$ cat src/rtl/vga_button_control_pkg.sv
// Shared constants and types for the VGA pipeline: timing of the visible
// area, button debounce default and image selection width.
package vga_button_control_pkg;

  // Visible area, shared with the scanline and image drivers.
  localparam int VGA_H_ACTIVE = 640;
  localparam int VGA_V_ACTIVE = 480;

  // 10 ms of stability at a 25 MHz pixel clock.
  localparam int PIXEL_CLK_HZ        = 25_000_000;
  localparam int DEBOUNCE_MS         = 10;
  localparam int DEBOUNCE_CYCLES_DEF = (PIXEL_CLK_HZ / 1000) * DEBOUNCE_MS;

  // Number of selectable images and the index type that addresses them.
  localparam int IMAGE_COUNT_DEF = 3;
  localparam int IMAGE_IDX_W     = $clog2(IMAGE_COUNT_DEF);
  typedef logic [IMAGE_IDX_W-1:0] image_idx_t;

endpackage : vga_button_control_pkg

$ cat src/rtl/vga_button_control_if.sv
// Button/vsync inputs and committed frame controls of the button stage.
// The slave side is the control block; the master side drives the buttons
// and vsync and consumes the committed controls.
interface vga_button_control_if
  import vga_button_control_pkg::*;
#(
  parameter int IMAGE_COUNT = IMAGE_COUNT_DEF
);

  logic                           i_CYCLE_IMAGE;
  logic                           i_BLANK_DISPLAY;
  logic                           i_VGA_VSYNC;
  logic [$clog2(IMAGE_COUNT)-1:0] o_IMAGE_SEL;
  logic                           o_BLANK;
  logic                           o_FRAME_COMMIT;

  modport master (
    output i_CYCLE_IMAGE, i_BLANK_DISPLAY, i_VGA_VSYNC,
    input  o_IMAGE_SEL, o_BLANK, o_FRAME_COMMIT
  );

  modport slave (
    input  i_CYCLE_IMAGE, i_BLANK_DISPLAY, i_VGA_VSYNC,
    output o_IMAGE_SEL, o_BLANK, o_FRAME_COMMIT
  );

endinterface : vga_button_control_if

$ cat src/rtl/button_debouncer.sv
// Two-flop synchronizer, stability counter and one-cycle press pulse for a
// single raw mechanical button. Internally pressed is always 1.
module button_debouncer #(
  parameter int DEBOUNCE_CYCLES   = 250_000,
  parameter bit BUTTON_ACTIVE_LOW = 1'b1
) (
  input  logic i_CLK,
  input  logic i_RST_N,
  input  logic btn_raw_i,
  output logic press_o
);

  localparam int              CNT_W        = $clog2(DEBOUNCE_CYCLES + 1);
  localparam logic            RAW_RELEASED = BUTTON_ACTIVE_LOW ? 1'b1 : 1'b0;
  localparam logic [CNT_W-1:0] CNT_LAST    = CNT_W'(DEBOUNCE_CYCLES - 1);

  logic [1:0]       sync_q;
  logic             synced;
  logic             level_q, level_d;
  logic [CNT_W-1:0] cnt_q, cnt_d;
  logic             press_q, press_d;

  // Polarity normalised after the synchronizer: 1 means pressed.
  assign synced  = sync_q[1] ^ RAW_RELEASED;
  assign press_o = press_q;

  // Count consecutive disagreeing cycles; flip the level after the full run.
  always_comb begin
    // NOTE: every output of a combinational block gets a default first so no path can infer a latch.
    level_d = level_q;
    cnt_d   = '0;
    press_d = 1'b0;
    if (synced != level_q) begin
      if (cnt_q == CNT_LAST) begin
        level_d = synced;
        press_d = synced;
      end else begin
        cnt_d = cnt_q + 1'b1;
      end
    end
  end

  // Synchronizer, debounced level, counter and press pulse registers.
  always_ff @(posedge i_CLK or negedge i_RST_N) begin
    // NOTE: state is updated with non-blocking assignments so every flop samples pre-edge values.
    if (!i_RST_N) begin
      sync_q  <= {2{RAW_RELEASED}};
      level_q <= 1'b0;
      cnt_q   <= '0;
      press_q <= 1'b0;
    end else begin
      sync_q  <= {sync_q[0], btn_raw_i};
      level_q <= level_d;
      cnt_q   <= cnt_d;
      press_q <= press_d;
    end
  end

endmodule : button_debouncer

$ cat src/rtl/vga_button_control.sv
// Button control stage for the VGA pipeline: debounces the cycle and blank
// buttons, holds requests pending and commits them only at the falling edge
// of vsync so a displayed frame never changes mid-frame.
module vga_button_control
  import vga_button_control_pkg::*;
#(
  parameter int DEBOUNCE_CYCLES   = DEBOUNCE_CYCLES_DEF,
  parameter int IMAGE_COUNT       = IMAGE_COUNT_DEF,
  parameter bit BUTTON_ACTIVE_LOW = 1'b1
) (
  input logic                 i_CLK,
  input logic                 i_RST_N,
  vga_button_control_if.slave bus
);

  localparam int              IDX_W    = $clog2(IMAGE_COUNT);
  localparam logic [IDX_W-1:0] IDX_LAST = IDX_W'(IMAGE_COUNT - 1);

  logic             press_cycle, press_blank;
  logic             vsync_q;
  logic             boundary;
  logic             pend_cycle_q, pend_cycle_d;
  logic             pend_blank_q, pend_blank_d;
  logic [IDX_W-1:0] img_q, img_d;
  logic             blank_q, blank_d;
  logic             commit_q, commit_d;

  button_debouncer #(
    .DEBOUNCE_CYCLES  (DEBOUNCE_CYCLES),
    .BUTTON_ACTIVE_LOW(BUTTON_ACTIVE_LOW)
  ) u_cycle_btn (
    .i_CLK    (i_CLK),
    .i_RST_N  (i_RST_N),
    .btn_raw_i(bus.i_CYCLE_IMAGE),
    .press_o  (press_cycle)
  );

  button_debouncer #(
    .DEBOUNCE_CYCLES  (DEBOUNCE_CYCLES),
    .BUTTON_ACTIVE_LOW(BUTTON_ACTIVE_LOW)
  ) u_blank_btn (
    .i_CLK    (i_CLK),
    .i_RST_N  (i_RST_N),
    .btn_raw_i(bus.i_BLANK_DISPLAY),
    .press_o  (press_blank)
  );

  // Frame boundary: vsync was high last cycle and is low now.
  assign boundary = vsync_q & ~bus.i_VGA_VSYNC;

  assign bus.o_IMAGE_SEL    = img_q;
  assign bus.o_BLANK        = blank_q;
  assign bus.o_FRAME_COMMIT = commit_q;

  // Accumulate requests; on a boundary commit them and restart pending with
  // only a press that lands in the boundary cycle itself.
  always_comb begin
    pend_cycle_d = pend_cycle_q | press_cycle;
    pend_blank_d = pend_blank_q ^ press_blank;
    img_d        = img_q;
    blank_d      = blank_q;
    commit_d     = 1'b0;
    if (boundary) begin
      commit_d = 1'b1;
      if (pend_cycle_q) img_d   = (img_q == IDX_LAST) ? '0 : img_q + 1'b1;
      if (pend_blank_q) blank_d = ~blank_q;
      pend_cycle_d = press_cycle;
      pend_blank_d = press_blank;
    end
  end

  // Vsync history, pending flags and committed outputs.
  always_ff @(posedge i_CLK or negedge i_RST_N) begin
    if (!i_RST_N) begin
      vsync_q      <= 1'b1;
      pend_cycle_q <= 1'b0;
      pend_blank_q <= 1'b0;
      img_q        <= '0;
      blank_q      <= 1'b0;
      commit_q     <= 1'b0;
    end else begin
      vsync_q      <= bus.i_VGA_VSYNC;
      pend_cycle_q <= pend_cycle_d;
      pend_blank_q <= pend_blank_d;
      img_q        <= img_d;
      blank_q      <= blank_d;
      commit_q     <= commit_d;
    end
  end

endmodule : vga_button_control

$ cat src/flat_wrapper.sv
// flat-port wrapper written by rule: the top's interface ports become plain ports
module vga_button_control_flat import vga_button_control_pkg::*;
#(
  parameter int DEBOUNCE_CYCLES   = DEBOUNCE_CYCLES_DEF,
  parameter int IMAGE_COUNT       = IMAGE_COUNT_DEF,
  parameter bit BUTTON_ACTIVE_LOW = 1'b1
)
  (i_CLK, i_RST_N, bus_i_CYCLE_IMAGE, bus_i_BLANK_DISPLAY, bus_i_VGA_VSYNC, bus_o_IMAGE_SEL, bus_o_BLANK, bus_o_FRAME_COMMIT);
  vga_button_control_if #(.IMAGE_COUNT(IMAGE_COUNT)) bus_i ();
  input logic i_CLK;
  input logic i_RST_N;
  input wire logic [$bits(bus_i.i_CYCLE_IMAGE)-1:0] bus_i_CYCLE_IMAGE;
  input wire logic [$bits(bus_i.i_BLANK_DISPLAY)-1:0] bus_i_BLANK_DISPLAY;
  input wire logic [$bits(bus_i.i_VGA_VSYNC)-1:0] bus_i_VGA_VSYNC;
  output wire logic [$bits(bus_i.o_IMAGE_SEL)-1:0] bus_o_IMAGE_SEL;
  output wire logic [$bits(bus_i.o_BLANK)-1:0] bus_o_BLANK;
  output wire logic [$bits(bus_i.o_FRAME_COMMIT)-1:0] bus_o_FRAME_COMMIT;
  assign bus_i.i_CYCLE_IMAGE = bus_i_CYCLE_IMAGE;
  assign bus_i.i_BLANK_DISPLAY = bus_i_BLANK_DISPLAY;
  assign bus_i.i_VGA_VSYNC = bus_i_VGA_VSYNC;
  assign bus_o_IMAGE_SEL = bus_i.o_IMAGE_SEL;
  assign bus_o_BLANK = bus_i.o_BLANK;
  assign bus_o_FRAME_COMMIT = bus_i.o_FRAME_COMMIT;
  vga_button_control #(.DEBOUNCE_CYCLES(DEBOUNCE_CYCLES), .IMAGE_COUNT(IMAGE_COUNT), .BUTTON_ACTIVE_LOW(BUTTON_ACTIVE_LOW)) u_core (.i_CLK(i_CLK), .i_RST_N(i_RST_N), .bus(bus_i));
endmodule
$ cat config.mk
export PLATFORM = sky130hd
export DESIGN_NAME = vga_button_control_flat
export DESIGN_NICKNAME = d
export VERILOG_FILES = /design/src/rtl/vga_button_control_pkg.sv /design/src/rtl/vga_button_control_if.sv /design/src/rtl/button_debouncer.sv /design/src/rtl/vga_button_control.sv /design/src/flat_wrapper.sv
export SDC_FILE = /design/constraint.sdc
export NUM_CORES = 1
export LEC_CHECK = 0
export CELL_PAD_IN_SITES_DETAIL_PLACEMENT = 0
export CELL_PAD_IN_SITES_GLOBAL_PLACEMENT = 1
export CORE_MARGIN = 4
export CORE_UTILIZATION = 48
export CTS_CLUSTER_SIZE = 12
export DETAILED_ROUTE_END_ITERATION = 7
export PLACE_DENSITY = 0.86
export SYNTH_ARGS = -nofsm -noshare
export SYNTH_HDL_FRONTEND = slang
export SYNTH_HIERARCHICAL = 1
export SYNTH_SLANG_ARGS = --single-unit
$ cat constraint.sdc
create_clock -name i_CLK -period 2.57 [get_ports i_CLK]
set_input_delay 0.3855 -clock i_CLK [delete_from_list [all_inputs] [get_ports i_CLK]]
set_output_delay 0.3855 -clock i_CLK [all_outputs]
set_load 0.01 [all_outputs]
==> flow_summary.yaml <==
floorplanning:
  die_y_um: 78.9
  die-area_mm2: 0.00622
  die_width_um: 78.9
  coreArea_mm2: 0.00479
  i_o_pins: 9
  floorplan.initialDensity: 0.504
  placement_rows: 25
clocking:
  h-tree-depth: 2
  clkSinkCount: 51
  holdBufCountCts: 0
  cts-resized-gates: 0
  clkSlewWorstSetupHoldPaths_ns: 0.09
  tritoncts: "built"
  ctsRootBufferMaster: "sky130_fd_sc_hd__clkbuf_8"
  clk-insertion-delay-late_ns: 0.30
  numCtsBuffers: 5
  clk_path_buf_depth: 2
  cts.repair_timing.setup_buffer_count: 0
sta:
  setup_violations: 0
  slew_headroom: 0.464
  setup_repair_after_global_routing_missed_its_margin: "no"
  hold_violations: 0
  worstMarginPinSlew_ns: 0.804
  layout_setup_ws_ns: 0.549
  skew_ns: 0.00962
  totalNegativeSetupSlack_ns: 0
  final.min_clock_period_ns: 2.02
  period_share: 0.787
  achievable_clock_frequency_ghz: 0.495
  timing.final.max_slew_violations: 0
placed_design:
  place_congestion: 0.830
  pre_cts_slack_ns: 0.555
  cell_count_post_placement: 300
  dpl.hpwl_mm: 2.98
  portBuffers: 8
  placement.cell_area_mm2: 0.00258
finish:
  fin_cells: 308
  final_area_mm2: 0.00270
  final_net_count: 247
  fillCellCount: 426
  final-seq-area_mm2: 0.00128
  drive_above_1_share: 0.137
  multi_input_comb_area_mm2: 0.00107
  area.growth.synth_to_final_pct: 11.8
  layout.core_utilization: 0.563
  antennaDiodeCount: 0
flow_run:
  cap_violations: 0
drt:
  drt-wirelength-per-cell_um: 13.3
  route.vias.total: 1672
  ant_nets: 0
  post_drt_via_cell_ratio: 5.43
  first_iter_violations: 71
  first_pass_iters: 4
  drc_violation_count_after_routing: 0
  drt_wl_total_mm: 4.09
logic_synthesis:
  synth.top_cells.by_area: "sky130_fd_sc_hd__dfrtp_1, sky130_fd_sc_hd__xnor2_1, sky130_fd_sc_hd__dfstp_2, sky130_fd_sc_hd__nor2_1, sky130_fd_sc_hd__nand4_1"
  synthDominantAreaCellType: "sky130_fd_sc_hd__dfrtp_1"
  mappedNetlistArea_mm2: 0.00241
  yosysWarnings: 6
  synthArstFlopShare: 1.00
  post_synth_inst_count: 225
  syn_avg_cell_area_um2: 10.7
  synth-edff-count: 0
  synth_seq_area_share: 0.532
  post-synth-top-area-fraction: 0.477
  synthFlopType: "sky130_fd_sc_hd__dfrtp_1"
  syn-num-nets: 232
  synth.distinct_cells: 43
  synth_seq_cells: 51
worst_setup_path:
  timing.critical_path.arrival_ns: 2.20
  critical_path_fanout_max: 12
  critPathCaptureType: "register"
  cpMaxStageDelayCell: "sky130_fd_sc_hd__o41ai_4"
  critPathRequiredTime_ns: 2.75
  worstReg2RegStart: "u_core/u_cycle_btn/cnt_q[0]"
  crit_chain: "ha_1, nand4_1, o41ai_4, buf_4, nor2_1"
  cpPeakStageDelay_ns: 0.60
  setup.worst_path.start: "u_core/u_cycle_btn/cnt_q[0]"
  start_kind: "register"
  worst-setup-path-type: "register to register"
global_route:
  vias_in_the_first_global_route: 1550
  antenna_found_initial: 0
  grt_max_degree: 39
  overflow: 0
  grt_first_pass_wirelength_mm: 7.23
  track_usage: 0.149
power:
  p_leak_nw: 1.11
  cellPowerDensity_mw_per_mm2: 538
  ir_worst_vdd_mv: 0.287
worst_hold_path:
  hold_path_class: "input pin to async pin"
outcome:
  status: "complete, no violations"
==> cell families (layout without fill, tap and decap cells) <==
group           after synthesis  after routing  synth area share
compound gates               16             16            0.0509
buf+inv                      12             28            0.0233
flops                        51             51             0.532
simple gates                111            111             0.257
xor+xnor                     29             29             0.105
mux                           4              4            0.0208
fa+ha+maj                     2              2            0.0104
==> flip-flops by register name, indices dropped and copies added (netlist names), 2 cells and up <==
signal	flops
u_core/bus.o_IMAGE_SEL	2
u_core/u_blank_btn/cnt_q	18
u_core/u_blank_btn/sync_q	2
u_core/u_cycle_btn/cnt_q	18
u_core/u_cycle_btn/sync_q	2
==> path summary, 6_finish.rpt <==
path	to	slack, ns	depth (start not counted)
max	u_core/u_cycle_btn/cnt_q[3]	0.55	5
min	u_core/u_cycle_btn/cnt_q[17]	0.17	1
max reg2reg	u_core/u_cycle_btn/cnt_q[3]	0.55	5
min reg2reg	u_core/u_cycle_btn/sync_q[1]	0.36	0
max in group asynchronous	u_core/u_cycle_btn/sync_q[0]	1.71	2
min in group i_CLK	u_core/u_cycle_btn/sync_q[1]	0.36	0
==> power breakdown <==
part           internal, mW  leakage [nW]  switching, mW
Sequential            0.817         0.689         0.0115
Clock                 0.315        0.0612          0.250
Combinational        0.0229         0.362         0.0346
Total                  1.16          1.11          0.297
==> metal layers <==
| layer | GRT usage | vias to the layer above | share of wire |
|---|---|---|---|
| met4 | 0.0619 | 0 | 0.015 |
| met1 | 0.219 | 805 | 0.51 |
| li1 | - | 826 | - |
| met5 | 0 | - | 0 |
| met3 | 0.0306 | 5 | 0.045 |
| met2 | 0.216 | 36 | 0.43 |
==> area by class of cell <==
type | count | area share
Clock buffer | 6 | 0.0306
Clock inverter | 2 | 0.0130
Inverter | 7 | 0.0102
Multi-Input combinational cell | 162 | 0.398
Sequential cell | 51 | 0.476
Tap cell | 67 | 0.0311
Timing Repair Buffer | 13 | 0.0418
==> worst max-delay path, delay by kind of cell (launching register included) <==
family	cells	cell delay [ns]
AOI/OAI and AO/OA	1	0.60
adders and majority gates	1	0.23
buffers and inverters	1	0.27
DFF	1	0.41
and+or+nand+nor	2	0.40
==> metrics by stage <==
stage	hold WS [ns]	power (mW)
global route	0.235	1.52
finish	0.166	1.45
floorplan	0.0899	0.868
global placement	0.346	0.902
detailed placement	0.349	0.904
CTS	0.192	1.47
==> Yosys cell counts (all sizes together), types with 5 or more instances <==
library cell,count
dfrtp,46
nor2,32
xnor2,22
nand2,17
nand3,12
nand4,12
nor4,9
a21oi,7
xor2,7
inv,6
nor3,6
or4,6
dfstp,5
o21ai,5
==> layout by cell type (no fill, tap or decap), types with 2 or more instances in the layout <==
cell type	instances
sky130_fd_sc_hd__dfrtp_1	46
sky130_fd_sc_hd__a21oi_1	6
sky130_fd_sc_hd__clkdlybuf4s50_1	7
sky130_fd_sc_hd__o21ai_0	5
sky130_fd_sc_hd__mux2i_1	2
sky130_fd_sc_hd__clkinv_2	2
sky130_fd_sc_hd__nand2_1	16
sky130_fd_sc_hd__and4_1	2
sky130_fd_sc_hd__nor4_1	9
sky130_fd_sc_hd__or4_1	4
sky130_fd_sc_hd__dfstp_2	5
sky130_fd_sc_hd__and3_1	2
sky130_fd_sc_hd__nand3_1	11
sky130_fd_sc_hd__inv_1	6
sky130_fd_sc_hd__or3_1	3
sky130_fd_sc_hd__buf_4	5
sky130_fd_sc_hd__ha_1	2
sky130_fd_sc_hd__clkbuf_8	6
sky130_fd_sc_hd__nand3b_1	2
sky130_fd_sc_hd__xor2_1	7
sky130_fd_sc_hd__nor2_1	32
sky130_fd_sc_hd__nand4_1	11
sky130_fd_sc_hd__xnor2_1	22
sky130_fd_sc_hd__or4_4	2
sky130_fd_sc_hd__nor3_1	6
sky130_fd_sc_hd__mux2_4	2
Power figures use the tool's default switching activity.
==> edit (same flow settings) <==
`BUTTON_ACTIVE_LOW` is set to 1'b1 in 3 places; all go to 1'b0.
--- a/src/rtl/button_debouncer.sv
+++ b/src/rtl/button_debouncer.sv
@@ -4,3 +4,3 @@
   parameter int DEBOUNCE_CYCLES   = 250_000,
-  parameter bit BUTTON_ACTIVE_LOW = 1'b1
+  parameter bit BUTTON_ACTIVE_LOW = 1'b0
 ) (
--- a/src/rtl/vga_button_control.sv
+++ b/src/rtl/vga_button_control.sv
@@ -8,3 +8,3 @@
   parameter int IMAGE_COUNT       = IMAGE_COUNT_DEF,
-  parameter bit BUTTON_ACTIVE_LOW = 1'b1
+  parameter bit BUTTON_ACTIVE_LOW = 1'b0
 ) (
--- a/src/flat_wrapper.sv
+++ b/src/flat_wrapper.sv
@@ -5,3 +5,3 @@
   parameter int IMAGE_COUNT       = IMAGE_COUNT_DEF,
-  parameter bit BUTTON_ACTIVE_LOW = 1'b1
+  parameter bit BUTTON_ACTIVE_LOW = 1'b0
 )
Behaviour: same outputs for any inputs over 10 cycles, from zero or initial values and one cycle with i_RST_N low; that may be too few to reach the edited logic, so the function may still have changed.
==> edit against the original RTL <==
  * Critical path depth decreased by 1
  * Count of clock-buffer cells in the layout unchanged
  * Wire length is 1.3% higher
  * Highest routed layer unchanged
  * Sequential cell count unchanged
  * First-iteration DRC count grew 8.5%
  * Power up 4.9%
  * Combinational power grew 1%
  * Final area shrank 0.23%
  * Global-route usage up 0.66 points
  * Synthesized cell count down 2.7%
  * Area after synthesis shrank 1.1%
  * Worst setup slack got worse by 0.024 ns
  * Largest power group unchanged
==> edit: results (changes against the original RTL) <==
INFO  metric worstRegToRegCells = 4 (-1)
INFO  metric place_congestion = 0.816 (-1.8%)
INFO  metric critPathMaxStageDelay = 0.65 ns (+0.05 ns)
INFO  metric achievable-frequency = 0.489 GHz (-1.2%)
INFO  metric synth_area_leaders = dfrtp_1 52%, xnor2_1 6.6%, nor2_1 5.0%
INFO  metric post-dp-hpwl = 2910 um (-2.5%)
INFO  metric wire_length_per_cell_after_detailed_routing = 13.7 um (+3.0%)
INFO  metric synthesis.area_per_instance = 10.9 um^2 (+1.6%)
INFO  metric clk_latency = 0.30 ns (about the same)
INFO  metric final_core_utilization = 56.6% (+0.24 points)
INFO  metric first_global_vias = 1,606 (+3.6%)
INFO  metric postSynthNetCount = 226 (-2.6%)
INFO  metric timing_worst_slew_pin_value = 0.449 ns (-0.355 ns)
INFO  metric total_leakage_power = 1.11 nW (+0.25%)
INFO  metric drtIter0Drc = 77 (+8.5%)
INFO  metric antenna_cells_inserted = 0 (unchanged)
INFO  metric status = complete, no violations
INFO  metric detailedRoute.firstPassIterationCount = 4 (unchanged)
INFO  metric detailedPlace.worstSlack = 0.547 ns (-0.00730 ns)
INFO  metric instances_no_fill = 303 (-1.6%)
INFO  metric cpLargestDelayFamily = simple AND/OR/NAND/NOR gates
INFO  metric finalNetCount = 242 (-2.0%)
INFO  metric ys_async_sr_fraction = 100% (unchanged)
INFO  metric postPlaceCellArea = 2560 um^2 (-0.82%)
INFO  metric finClkSkew = 0.00287 ns (-0.00675 ns)
INFO  metric critical_r2r_capture = u_core/u_cycle_btn/level_q
INFO  metric grt_pass1_wl = 7490 um (+3.6%)
INFO  metric whs = 0.0234 ns (-0.143 ns)
INFO  metric critical_path.max_fanout = 7 (-5)
INFO  metric routed_via_density = 5.42 (-0.17%)
INFO  metric ys_top_cells_by_count = 50 x dfrtp_1, 32 x nor2_1, 18 x xnor2_1
INFO  metric filler_cell_count = 426 (unchanged)
INFO  metric reg2reg_setup_slack = 0.52 ns (-0.02 ns)
INFO  metric buffer_ports.inserted = 8 (unchanged)
INFO  metric final_layout_size_suffix_gt1_share = 13.1% (-0.56 points)
INFO  metric synth.yosys.seq_area_share = 53.6% (+0.40 points)
INFO  metric critical_path_arrival = 2.23 ns (+0.03 ns)
INFO  metric crit_slowest_cell = or4_4
INFO  metric irDropWorstVdd = 369 uV (+29%)
INFO  metric grt.total_usage = 15.6% (+0.66 points)
INFO  metric number_of_distinct_standard_cells_referenced_by_the_synthesized_netlist = 40 (-7.0%)
INFO  metric largest_net_degree_at_the_start_of_global_routing = 21 (-46%)
## edit: changes by cell type after synthesis, moves of 2 or more
cell and delta:
nand2_1 -3, inv_1 -4, nor3_1 -2, nor3b_1 +2, nand3_2 +2, clkbuf_1 -2, or4_1 +2, xor2_1 +5
nand3b_1 -2, xnor2_1 -4, dfstp_2 -4, mux2i_1 -2, dfrtp_1 +4
## edit: report_power, final
part / switching [mW] / internal [mW]
sequential: 0.0118 / 0.815
combinational: 0.0352 / 0.0229
clock: 0.250 / 0.389
total: 0.297 / 1.23
## edit: layout make-up
class	count	area share (%)
Inverter	3	0.465
Sequential cell	51	47.5
Timing Repair Buffer	13	4.19
Clock buffer	6	2.70
Tap cell	67	3.12
Clock inverter	2	2.23
Multi-Input combinational cell	161	39.8
## edit: metal layers
metal	GRT usage, %	routed length [um]	up-vias
li1	-	-	815
met1	21.9	2070	788
met2	22.9	1840	33
met3	4.70	177	6
met4	5.42	55	0
met5	0	0	-
## edit: how the worst max path moves through the flow
stage                                   endpoint  cells past startpoint
finish                u_core/u_cycle_btn/level_q                      4
floorplan             u_core/u_cycle_btn/level_q                      4
detailed placement  u_core/u_blank_btn/cnt_q[16]                      5
global placement      u_core/u_cycle_btn/level_q                      4
CTS                  u_core/u_cycle_btn/cnt_q[5]                      5
global route         u_core/u_cycle_btn/cnt_q[0]                      5
## edit: kinds of logic after synthesis
kind of cell	share of synthesized area (%)
XOR/XNOR	11.0
flip-flops	53.6
multiplexers	2.36
adder cells (fa/ha/maj)	1.05
AND/OR/NAND/NOR	25.7
buffers and inverters	1.47
AO/OA/AOI/OAI	4.78
## edit: worst reg2reg max path: stages, from the launching register on
cell and delay, ns:
dfrtp_1 0.42, ha_1 0.24, nand4_1 0.32, or4_4 0.65
mux2_4 0.30
